<file path="src/rtl/cpu_bus_sched.sv">
// cpu_bus_sched: phi0/rdy generation and shared RAM bus arbitration between
// the 6502 core and a video/DMA fetch requester. Each CPU cycle is 2*DIV clk:
// a video slot (phi0 low) followed by a CPU slot (phi0 high). A long video
// request may steal a whole CPU read cycle, but at most STALL_MAX in a row.
// "At cnt=N" below means the registered value is visible while cnt_q==N.
module cpu_bus_sched #(
  parameter int unsigned DIV       = 4,
  parameter int unsigned STALL_MAX = 2
) (
  input  logic        clk,
  input  logic        reset,
  output logic        cpu_phi0,
  output logic        cpu_rdy,
  input  logic [15:0] cpu_a,
  input  logic        cpu_rw_n,
  input  logic [7:0]  cpu_dout,
  output logic [7:0]  cpu_din,
  input  logic        vid_req,
  input  logic        vid_long,
  input  logic [15:0] vid_addr,
  output logic [7:0]  vid_data,
  output logic        vid_ack,
  output logic [15:0] mem_a,
  output logic        mem_we,
  output logic [7:0]  mem_wdata,
  input  logic [7:0]  mem_rdata
);

  localparam int unsigned CYC     = 2 * DIV;
  localparam int unsigned CNT_W   = $clog2(CYC);
  localparam int unsigned STALL_W = $clog2(STALL_MAX + 1);

  // Counter values on which the next-state logic acts (state entering cnt+1).
  localparam logic [CNT_W-1:0] CNT_LAST    = CNT_W'(CYC - 1);
  localparam logic [CNT_W-1:0] CNT_PRE_RDY = CNT_W'(DIV - 2);
  localparam logic [CNT_W-1:0] CNT_PRE_CPU = CNT_W'(DIV - 1);
  localparam logic [CNT_W-1:0] CNT_PRE_WE  = CNT_W'(CYC - 3);
  localparam logic [CNT_W-1:0] CNT_PRE_END = CNT_W'(CYC - 2);
  localparam logic [STALL_W-1:0] STALL_LIM = STALL_W'(STALL_MAX);

  typedef enum logic [1:0] {
    OWN_NONE,
    OWN_VID_SHORT,
    OWN_VID_LONG,
    OWN_CPU
  } owner_e;

  owner_e             owner_q, owner_d;
  logic [CNT_W-1:0]   cnt_q, cnt_d;
  logic [STALL_W-1:0] stall_q, stall_d;
  logic               phi0_q, phi0_d;
  logic               rdy_q, rdy_d;
  logic [7:0]         din_q, din_d;
  logic [7:0]         vdata_q, vdata_d;
  logic               ack_q, ack_d;
  logic [15:0]        a_q, a_d;
  logic               we_q, we_d;
  logic [7:0]         wdata_q, wdata_d;

  // State register: everything returns to reset values immediately.
  always_ff @(posedge clk or posedge reset) begin
    if (reset) begin
      owner_q <= OWN_NONE;
      cnt_q   <= '0;
      stall_q <= '0;
      phi0_q  <= 1'b0;
      rdy_q   <= 1'b1;
      din_q   <= '0;
      vdata_q <= '0;
      ack_q   <= 1'b0;
      a_q     <= '0;
      we_q    <= 1'b0;
      wdata_q <= '0;
    end else begin
      owner_q <= owner_d;
      cnt_q   <= cnt_d;
      stall_q <= stall_d;
      phi0_q  <= phi0_d;
      rdy_q   <= rdy_d;
      din_q   <= din_d;
      vdata_q <= vdata_d;
      ack_q   <= ack_d;
      a_q     <= a_d;
      we_q    <= we_d;
      wdata_q <= wdata_d;
    end
  end

  // Next-state: phase counter, bus owner, stall accounting and bus outputs.
  always_comb begin
    cnt_d   = (cnt_q == CNT_LAST) ? '0 : cnt_q + CNT_W'(1);
    phi0_d  = (cnt_d >= CNT_W'(DIV));
    owner_d = owner_q;
    stall_d = stall_q;
    rdy_d   = rdy_q;
    din_d   = din_q;
    vdata_d = vdata_q;
    ack_d   = 1'b0;
    a_d     = a_q;
    we_d    = 1'b0;
    wdata_d = wdata_q;

    // Cycle boundary: finish a stolen cycle and grant the video slot.
    if (cnt_q == CNT_LAST) begin
      rdy_d = 1'b1;
      if (owner_q == OWN_VID_LONG) ack_d = 1'b1;
      if (vid_req) begin
        a_d = vid_addr;
        if (vid_long && (stall_q < STALL_LIM)) owner_d = OWN_VID_LONG;
        else                                   owner_d = OWN_VID_SHORT;
      end else begin
        owner_d = OWN_NONE;
      end
    end

    // End of video slot: decide rdy; writes cannot be stalled so demote.
    if (cnt_q == CNT_PRE_RDY) begin
      if (owner_q == OWN_VID_LONG) begin
        if (cpu_rw_n) begin
          rdy_d = 1'b0;
          if (stall_q != STALL_LIM) stall_d = stall_q + STALL_W'(1);
        end else begin
          owner_d = OWN_VID_SHORT;
          vdata_d = mem_rdata;
        end
      end else if (owner_q == OWN_VID_SHORT) begin
        vdata_d = mem_rdata;
      end
    end

    // Start of CPU slot, unless the whole cycle has been stolen.
    if (cnt_q == CNT_PRE_CPU && owner_q != OWN_VID_LONG) begin
      if (owner_q == OWN_VID_SHORT) ack_d = 1'b1;
      owner_d = OWN_CPU;
      a_d     = cpu_a;
      wdata_d = cpu_dout;
    end

    // Single-clk write strobe late in the CPU slot.
    if (cnt_q == CNT_PRE_WE && owner_d == OWN_CPU && !cpu_rw_n) we_d = 1'b1;

    // Last clk of the cycle: read capture for whoever owns the bus.
    if (cnt_q == CNT_PRE_END) begin
      if (owner_q == OWN_CPU && cpu_rw_n) din_d   = mem_rdata;
      if (owner_q == OWN_VID_LONG)        vdata_d = mem_rdata;
      if (rdy_q)                          stall_d = '0;
    end
  end

  assign cpu_phi0  = phi0_q;
  assign cpu_rdy   = rdy_q;
  assign cpu_din   = din_q;
  assign vid_data  = vdata_q;
  assign vid_ack   = ack_q;
  assign mem_a     = a_q;
  assign mem_we    = we_q;
  assign mem_wdata = wdata_q;

endmodule

</file>
<file path="config.mk">
export PLATFORM = sky130hd
export DESIGN_NAME = cpu_bus_sched
export DESIGN_NICKNAME = d
export VERILOG_FILES = /design/src/rtl/cpu_bus_sched.sv
export SDC_FILE = /design/constraint.sdc
export NUM_CORES = 1
export LEC_CHECK = 0
export CORE_ASPECT_RATIO = 1.75
export CORE_UTILIZATION = 50
export CTS_BUF_LIST = sky130_fd_sc_hd__clkbuf_4 sky130_fd_sc_hd__clkbuf_8
export DETAILED_ROUTE_END_ITERATION = 12
export DONT_BUFFER_PORTS = 1
export PLACE_DENSITY = 0.62
export SYNTH_ARGS = -nofsm -noshare
export SYNTH_HDL_FRONTEND = slang
export SYNTH_SLANG_ARGS = --single-unit
export TNS_END_PERCENT = 20
</file>
<file path="constraint.sdc">
create_clock -name clk -period 2.09 [get_ports clk]
set_input_delay 0.209 -clock clk [delete_from_list [all_inputs] [get_ports clk]]
set_output_delay 0.209 -clock clk [all_outputs]
set_load 0.005 [all_outputs]
</file>
==> results.toml, run 1 <==
[cells_and_area]
layout_commonest_cell = "dfrtp_1"
layout.nets = 233
fin_area_um2 = 2340
fill_cells = 364
final_cell_mix = "dfrtp_1, mux2_2, nor2_1"
final_util = 0.563
diodes = 0
layout-drive-gt1-share = 0.246
multi_input_area_um2 = 851
fin_cells = 224
register_area_um2 = 1250
area_growth_syn_to_layout_pct = 7.54

[pwr]
pwr-share-comb = 0.065
p_total_mw = 1.93
ir_drop_v = 0.000642
switching_share = 0.218
power_frac_seq = 0.591
leakage_nw = 1.14
clock_power_share = 0.344
intPower_mw = 1.51
switchingPower_mw = 0.421
p_per_area_nw_per_um2 = 825

[cts]
cts_tree = "built"
insertion_delay_ns = 0.30
root_buffer = "clkbuf_8"
post_cts.repair.setup_buffers = 0
ctsResizeCount = 0
clkSlewWorstSetupHoldPaths_ns = 0.09
cts_sinks = 50
clockBufferDepth = 2
h-tree-depth = 2
numCtsBuffers = 5

[routing]
wl_um = 3880
vias = 1268
wl_per_cell_um = 17.3
detail-route-antenna-nets = 0
route.detailed.drc = 0
drt_pass1_iterations = 2
avgViaCountPerCell = 5.66
drtIter0Drc = 9

[synthesis]
synth_nets = 229
async_reset_ff_frac = 1.00
ys_ff_latch = 50
ys_seq_area_frac = 0.576
synthFlopType = "dfrtp_1"
synth-edff-count = 0
yosys_warnings = 0
synth_area_per_cell_um2 = 12.8
synth_cell_type_count = 28
syn_area_um2 = 2170
synthCells = 170

[setup_path]
slowest_stage = "dfrtp_1"
end_kind = "flop"
cp.required_ns = 2.31
r2r_cells = 6
rr_endpoint = "mem_a[15]"
arrival_ns = 2.06
cp_max_fo = 23
startpoint_type = "flop"
path_cells = "inv_1, ha_1, nand2_2, buf_4, nor2_1, a21oi_1"
path_class = "flop to flop"
crit_path_max_incr_delay_ns = 0.56
rrSetupSlack_ns = 0.25
timing.rr.start = "cnt_q[2]"

[grt]
grt_overflow = 0
grt_pass1_wl_um = 5820
grt_pass1_vias = 1322
antenna_found_initial = 0
grt_max_degree = 51
track_usage = 0.179

[die]
row_count = 31
dieHeight_um = 89.2
initial_core_util = 0.524
die-width_um = 51.8
io-pin-count = 97
core_area_um2 = 4150
die-area_um2 = 4620

[placed_design]
dp_slack_ns = 0.226
placed_cell_area_um2 = 2210
io_buffers = 0
dp.cells = 215
gp_congestion = 0.679
hpwl_um = 3000

[timing]
setup_ws_ns = 0.246
relSlewSlack = 0.345
finClkSkew_ns = 0.00818
rsz0062_at_grt = "false"
post-route-period-util = 0.882
setup_tns_ns = 0
hold_viol = 0
period_minus_slack_ns = 1.84
slew_violations = 0
setup_viol = 0
worst_pin_slew_ns = 0.981
hold_slack_ns = 0.0111
fmax_ghz = 0.542

[outcome]
outcome = "finished, final reports clean"

[flow_run]
cap_violations = 0

[worst_hold_path]
min-delay-path-class = "primary input to asynchronous set/reset pin"
-- Yosys cell counts, types with 2 or more instances --
library cell  instances  share of area
dfrtp_1              49           0.56
mux2_2               23           0.12
nor2_1               20          0.035
mux2i_1              18          0.083
a21oi_1              16          0.037
inv_1                 9          0.016
ha_1                  6          0.035
a31oi_1               3         0.0086
buf_4                 3          0.010
buf_2                 2         0.0046
nand2_2               2         0.0058
nor2b_1               2         0.0058
o21ai_0               2         0.0046
-- sequential cells by signal, summed over array words and instances (netlist names) --
register,flops
cnt_q,3
cpu_rdy,1
vid_ack,1
mem_a,16
stall_q,2
vid_data,8
mem_wdata,8
mem_we,1
cpu_din,8
owner_q,2
-- layer usage --
| layer | GRT usage | up-vias | part of all wire |
|---|---|---|---|
| met1 | 0.163 | 597 | 0.31 |
| met2 | 0.336 | 75 | 0.57 |
| met5 | 0 | - | 0 |
| met4 | 0.0860 | 0 | 0.015 |
| met3 | 0.0629 | 4 | 0.097 |
| li1 | - | 592 | - |
-- worst max-delay path: cells and delay by family, from the launching register on --
kind | cells | cell delay, ns
simple gates | 2 | 0.42
flops | 1 | 0.56
compound gates | 1 | 0.12
buf+inv | 2 | 0.40
fa+ha+maj | 1 | 0.26
-- repair_timing --
action / CTS / global route
endpoints found under the hold margin: 1 / 0
setup endpoints to repair: 0 / 0
hold buffers: 1 / 0
-- final cells by class --
cell class                      count  share of cell area
Sequential cell                    50               0.536
Multi-Input combinational cell    105               0.364
Clock buffer                        6              0.0327
Tap cell                           49              0.0262
Clock inverter                      2              0.0161
Inverter                            9              0.0145
Timing Repair Buffer                3              0.0107
-- worst max-delay path by stage --
| stage | from | end | slack [ns] | depth (start not counted) |
|---|---|---|---|---|
| 2_1_floorplan | cnt_q[0] | mem_a[7] | 0.45 | 6 |
| 3_3_place_gp | cnt_q[2] | owner_q[0] | 0.30 | 5 |
| 3_5_place_dp | cnt_q[2] | owner_q[0] | 0.23 | 5 |
| 4_1_cts | cnt_q[2] | mem_a[15] | 0.20 | 6 |
| 5_1_grt | cnt_q[2] | mem_a[15] | 0.07 | 6 |
| 6_report | cnt_q[2] | mem_a[15] | 0.25 | 6 |
-- power by group through the flow --
stage	Sequential (mW)	Combinational, mW	Clock, mW
floorplan	1.14	0.110	0
global placement	1.16	0.120	0
detailed placement	1.16	0.128	0
CTS	1.14	0.129	0.692
global route	1.15	0.140	0.729
finish	1.14	0.125	0.664
-- cell families (layout without fill, tap and decap cells) --
logic type	after synthesis	in the layout	synth area share
buffers and inverters	15	20	0.0322
AO/OA/AOI/OAI	26	26	0.0725
multiplexers	42	42	0.207
AND/OR/NAND/NOR	31	31	0.0771
adder cells (fa/ha/maj)	6	6	0.0345
flip-flops	50	50	0.576
No activity file was read; power rests on OpenSTA's default activity.
==> run 2: changes to the inputs <==
--- a/config.mk
+++ b/config.mk
@@ -10,6 +10,7 @@
 export CTS_BUF_LIST = sky130_fd_sc_hd__clkbuf_4 sky130_fd_sc_hd__clkbuf_8
 export DETAILED_ROUTE_END_ITERATION = 12
 export DONT_BUFFER_PORTS = 1
+export HOLD_SLACK_MARGIN = 0.05
 export PLACE_DENSITY = 0.62
 export SYNTH_ARGS = -nofsm -noshare
 export SYNTH_HDL_FRONTEND = slang
==> results.toml, run 2 (synthesized netlist as in run 1, its figures left out) <==
[timing]
slew_violations = 0
setup_viol = 0
setup_tns_ns = 0
hold_viol = 0
finClkSkew_ns = 0.0117
period_minus_slack_ns = 1.86
rsz0062_at_grt = "false"
fmax_ghz = 0.539
relSlewSlack = 0.341
worst_pin_slew_ns = 0.987
post-route-period-util = 0.888

[setup_path]
r2r_cells = 6
crit_path_max_incr_delay_ns = 0.57
rrSetupSlack_ns = 0.23
crit_family = "flip-flops"
path_cells = "inv_1, ha_1, nand2_2, buf_4, nor2_1, a21oi_1"
end_kind = "flop"
path_class = "flop to flop"
rr_endpoint = "mem_a[15]"
timing.rr.start = "cnt_q[2]"
cp.required_ns = 2.31
startpoint_type = "flop"
arrival_ns = 2.08
cp_max_fo = 23
critical_path_buf_inv_count = 2
slowest_stage = "dfrtp_1"

[pwr]
p_per_area_nw_per_um2 = 784
p_total_mw = 1.96
clock_power_share = 0.341
intPower_mw = 1.53
switchingPower_mw = 0.431
power_frac_seq = 0.582
switching_share = 0.220
ir_drop_v = 0.000657
leakage_nw = 1.20
pwr-share-comb = 0.077

[cells_and_area]
largest_register_ffs = 16
fin_area_um2 = 2500
register_area_um2 = 1250
multi_input_area_um2 = 851
layout-drive-gt1-share = 0.225
fin_cells = 240
diodes = 0
layout_commonest_cell = "dfrtp_1"
area_growth_syn_to_layout_pct = 14.9
fill_cells = 347
final_cell_mix = "dfrtp_1, mux2_2, nor2_1"
layout.nets = 249

[cts]
clkSlewWorstSetupHoldPaths_ns = 0.09
root_buffer = "clkbuf_8"
post_cts.repair.setup_buffers = 0
ctsResizeCount = 0
clockBufferDepth = 2
insertion_delay_ns = 0.30
numCtsBuffers = 5
cts_tree = "built"
h-tree-depth = 2
cts_sinks = 50

[grt]
track_usage = 0.184
grt_overflow = 0
grt_max_degree = 51
grt_pass1_vias = 1381
antenna_found_initial = 0
grt_pass1_wl_um = 6040

[routing]
route.detailed.drc = 0
avgViaCountPerCell = 5.54
vias = 1329
drt_pass1_iterations = 2
wl_per_cell_um = 16.9
detail-route-antenna-nets = 0
drtIter0Drc = 9
wl_um = 4060

[die]
die-area_um2 = 4620
core_area_um2 = 4150
die-width_um = 51.8
initial_core_util = 0.524
row_count = 31
dieHeight_um = 89.2
io-pin-count = 97

[placed_design]
gp_congestion = 0.679
hpwl_um = 3000
placed_cell_area_um2 = 2210
io_buffers = 0
dp.cells = 215

[worst_hold_path]
min-delay-path-class = "primary input to asynchronous set/reset pin"

[outcome]
outcome = "finished, final reports clean"

[flow_run]
cap_violations = 0
## run 2: changes by cell type in the layout (fill, tap and decap cells not counted), sizes merged
cell | previous run | this run
dlygate4sd3 | 1 | 17
## run 2: area by class of cell
| class | count | share of cell area |
|---|---|---|
| multi-input cells | 105 | 0.341 |
| well taps | 49 | 0.0245 |
| clock inverters | 2 | 0.0150 |
| inverters | 9 | 0.0135 |
| clock buffers | 6 | 0.0306 |
| flip-flops and latches | 50 | 0.502 |
| repair buffers | 19 | 0.0741 |
## run 2: power by group through the flow
stage               Combinational (mW)  Clock, mW  Sequential (mW)
floorplan                        0.110          0             1.14
global placement                 0.120          0             1.16
detailed placement               0.128          0             1.16
CTS                              0.149      0.692             1.14
global route                     0.168      0.725             1.16
finish                           0.151      0.667             1.14
## run 2: worst max path at each step
stage,start,endpoint,cells after the start
2_1_floorplan,cnt_q[0],mem_a[7],6
3_5_place_dp,cnt_q[2],owner_q[0],5
6_report,cnt_q[2],mem_a[15],6
5_1_grt,cnt_q[2],mem_a[15],6
4_1_cts,cnt_q[2],mem_a[15],6
3_3_place_gp,cnt_q[2],owner_q[0],5
## run 2: routing by layer
| metal | GRT usage | wire, µm | vias up |
|---|---|---|---|
| li1 | - | - | 624 |
| met1 | 0.168 | 1340 | 629 |
| met2 | 0.351 | 2290 | 71 |
| met3 | 0.0612 | 361 | 5 |
| met4 | 0.0860 | 68 | 0 |
| met5 | 0 | 0 | - |
## run 2: worst reg2reg max path, delay by kind of cell, from the launching register on
kind                     cells  cell delay (ns)
AO/OA/AOI/OAI                1             0.12
flip-flops                   1             0.57
buffers and inverters        2             0.40
adder cells (fa/ha/maj)      1             0.26
AND/OR/NAND/NOR              2             0.42
## run 2: stage by stage
step | utilization | hold WS [ns] | setup WS [ns]
floorplan | - | 0.275 | 0.453
global placement | 0.533 | 0.280 | 0.303
detailed placement | 0.533 | 0.280 | 0.226
CTS | 0.595 | 0.0500 | 0.199
global route | 0.602 | 0.0516 | 0.0680
finish | 0.602 | 0.0144 | 0.234
## run 2: what timing repair did
item	CTS	global route
setup endpoints to repair	0	0
hold endpoints to repair	20	3
hold buffers	14	3
==> run 3: changes to the inputs <==
--- a/config.mk
+++ b/config.mk
@@ -12,6 +12,7 @@
 export DONT_BUFFER_PORTS = 1
 export HOLD_SLACK_MARGIN = 0.05
 export PLACE_DENSITY = 0.62
+export SKIP_LAST_GASP = 1
 export SYNTH_ARGS = -nofsm -noshare
 export SYNTH_HDL_FRONTEND = slang
 export SYNTH_SLANG_ARGS = --single-unit
==> constraint.sdc (replaced) <==
create_clock -name clk -period 2.07 [get_ports clk]
set_input_delay 0.207 -clock clk [delete_from_list [all_inputs] [get_ports clk]]
set_output_delay 0.207 -clock clk [all_outputs]
set_load 0.005 [all_outputs]
==> results.toml, run 3 (synthesized netlist as in run 1, its figures left out) <==
[outcome]
outcome = "finished, final reports clean"

[cts]
post_cts.repair.setup_buffers = 0
clkSlewWorstSetupHoldPaths_ns = 0.08
numCtsBuffers = 5
clockBufferDepth = 2
cts_tree = "built"
root_buffer = "clkbuf_8"
insertion_delay_ns = 0.29
h-tree-depth = 2
cts_sinks = 50
ctsResizeCount = 0

[setup_path]
end_kind = "flop"
crit_path_max_incr_delay_ns = 0.41
path_class = "flop to flop"
cp.required_ns = 2.25
arrival_ns = 2.06
path_cells = "ha_1, ha_1, nand2_2, o21ai_0, a211o_1"
startpoint_type = "flop"
slowest_stage = "dfrtp_1"
crit_top_cell = "ha_1"
cp_max_fo = 17
rrSetupSlack_ns = 0.19

[grt]
grt_max_degree = 26
grt_use_met2 = 0.344
track_usage = 0.185
antenna_found_initial = 0
grt_overflow = 0
grt_pass1_wl_um = 6140
grt.busiest_layer = "met2"
met3_usage = 0.0646
grt_use_met1 = 0.177
grt_pass1_vias = 1379

[routing]
wl_um = 4080
route.detailed.drc = 0
avgViaCountPerCell = 5.60
drt_pass1_iterations = 2
drtIter0Drc = 14
wl_per_cell_um = 16.7
vias = 1367
detail-route-antenna-nets = 0

[cells_and_area]
layout_commonest_cell = "dfrtp_1"
diodes = 0
area_growth_syn_to_layout_pct = 15.7
largest_register_ffs = 16
register_area_um2 = 1250
fill_cells = 351
final_cell_mix = "dfrtp_1, mux2_2, nor2_1"
layout.nets = 253
layout-drive-gt1-share = 0.231
multi_input_area_um2 = 851

[pwr]
ir_drop_v = 0.000701
leakage_nw = 1.22
p_total_mw = 1.89
p_per_area_nw_per_um2 = 750

[placed_design]
io_buffers = 0
hpwl_um = 3170
gp_congestion = 0.779
dp_slack_ns = 0.195

[timing]
hold_viol = 0
period_minus_slack_ns = 1.88
setup_viol = 0
post-route-period-util = 0.908
setup_ws_ns = 0.190
setup_tns_ns = 0
fmax_ghz = 0.532
hold_slack_ns = 0.0602
rsz0062_at_grt = "false"
finClkSkew_ns = 0.00183
slew_violations = 0
relSlewSlack = 0.663
worst_pin_slew_ns = 0.504

[die]
die-width_um = 51.8
io-pin-count = 97
core_area_um2 = 4150
initial_core_util = 0.524
row_count = 31
dieHeight_um = 89.2
die-area_um2 = 4620

[flow_run]
cap_violations = 0

[worst_hold_path]
min-delay-path-class = "primary input to flop"
run 3: cell count changes in the layout (fill, tap and decap cells not counted), sizes merged:
cell,before,now
clkbuf,6,7
bufinv,1,0
buf,2,4
clkinv,0,1
clkinvlp,1,0
dlygate4sd3,17,19
run 3: what timing repair did:
item / in CTS / in global routing
hold buffers: 16 / 3
setup endpoints to repair: 0 / 0
hold endpoints to repair: 69 / 3
run 3: worst max-delay path, delay by kind of cell, from the launching register on:
kind / cells / cell delay, ns
DFF: 1 / 0.41
AOI/OAI and AO/OA: 2 / 0.43
adders and majority gates: 2 / 0.51
and+or+nand+nor: 1 / 0.41
run 3: final cells by class:
cell class              instances  share of cell area
repair buffers                 23              0.0876
well taps                      49              0.0244
multi-input cells             105               0.338
flip-flops and latches         50               0.498
clock buffers                   7              0.0358
clock inverters                 1             0.00199
inverters                       9              0.0134
run 3: power by group:
group          leakage [nW]  switching [mW]  total (mW)  internal (mW)
clock network        0.0517           0.293       0.575          0.283
logic                 0.568          0.0596       0.159         0.0990
registers             0.598          0.0767        1.15           1.07
total                  1.22           0.429        1.89           1.46
run 3: final timing paths:
kind                            cells after the start          from     endpoint
worst min register to register                      1      cnt_q[0]     cnt_q[0]
max in group asynchronous                           3         reset      cpu_rdy
worst max-delay path                                5      cnt_q[0]   owner_q[0]
min in group asynchronous                           2         reset  vid_data[4]
worst max register to register                      5      cnt_q[0]   owner_q[0]
worst min-delay path                                1  mem_rdata[3]   cpu_din[3]
run 3: metrics by stage:
| stage | instance area, µm² | util | std cells |
|---|---|---|---|
| floorplan | 2170 | - | 170 |
| finish | 2510 | 0.606 | 244 |
| CTS | 2480 | 0.598 | 241 |
| detailed placement | 2230 | 0.537 | 217 |
| global route | 2510 | 0.606 | 244 |
| global placement | 2230 | 0.537 | 217 |
run 3: per-layer routing:
layer	vias to the layer above	share of wire
li1	632	-
met1	657	0.33
met2	73	0.56
met3	5	0.095
met4	0	0.018
met5	-	0
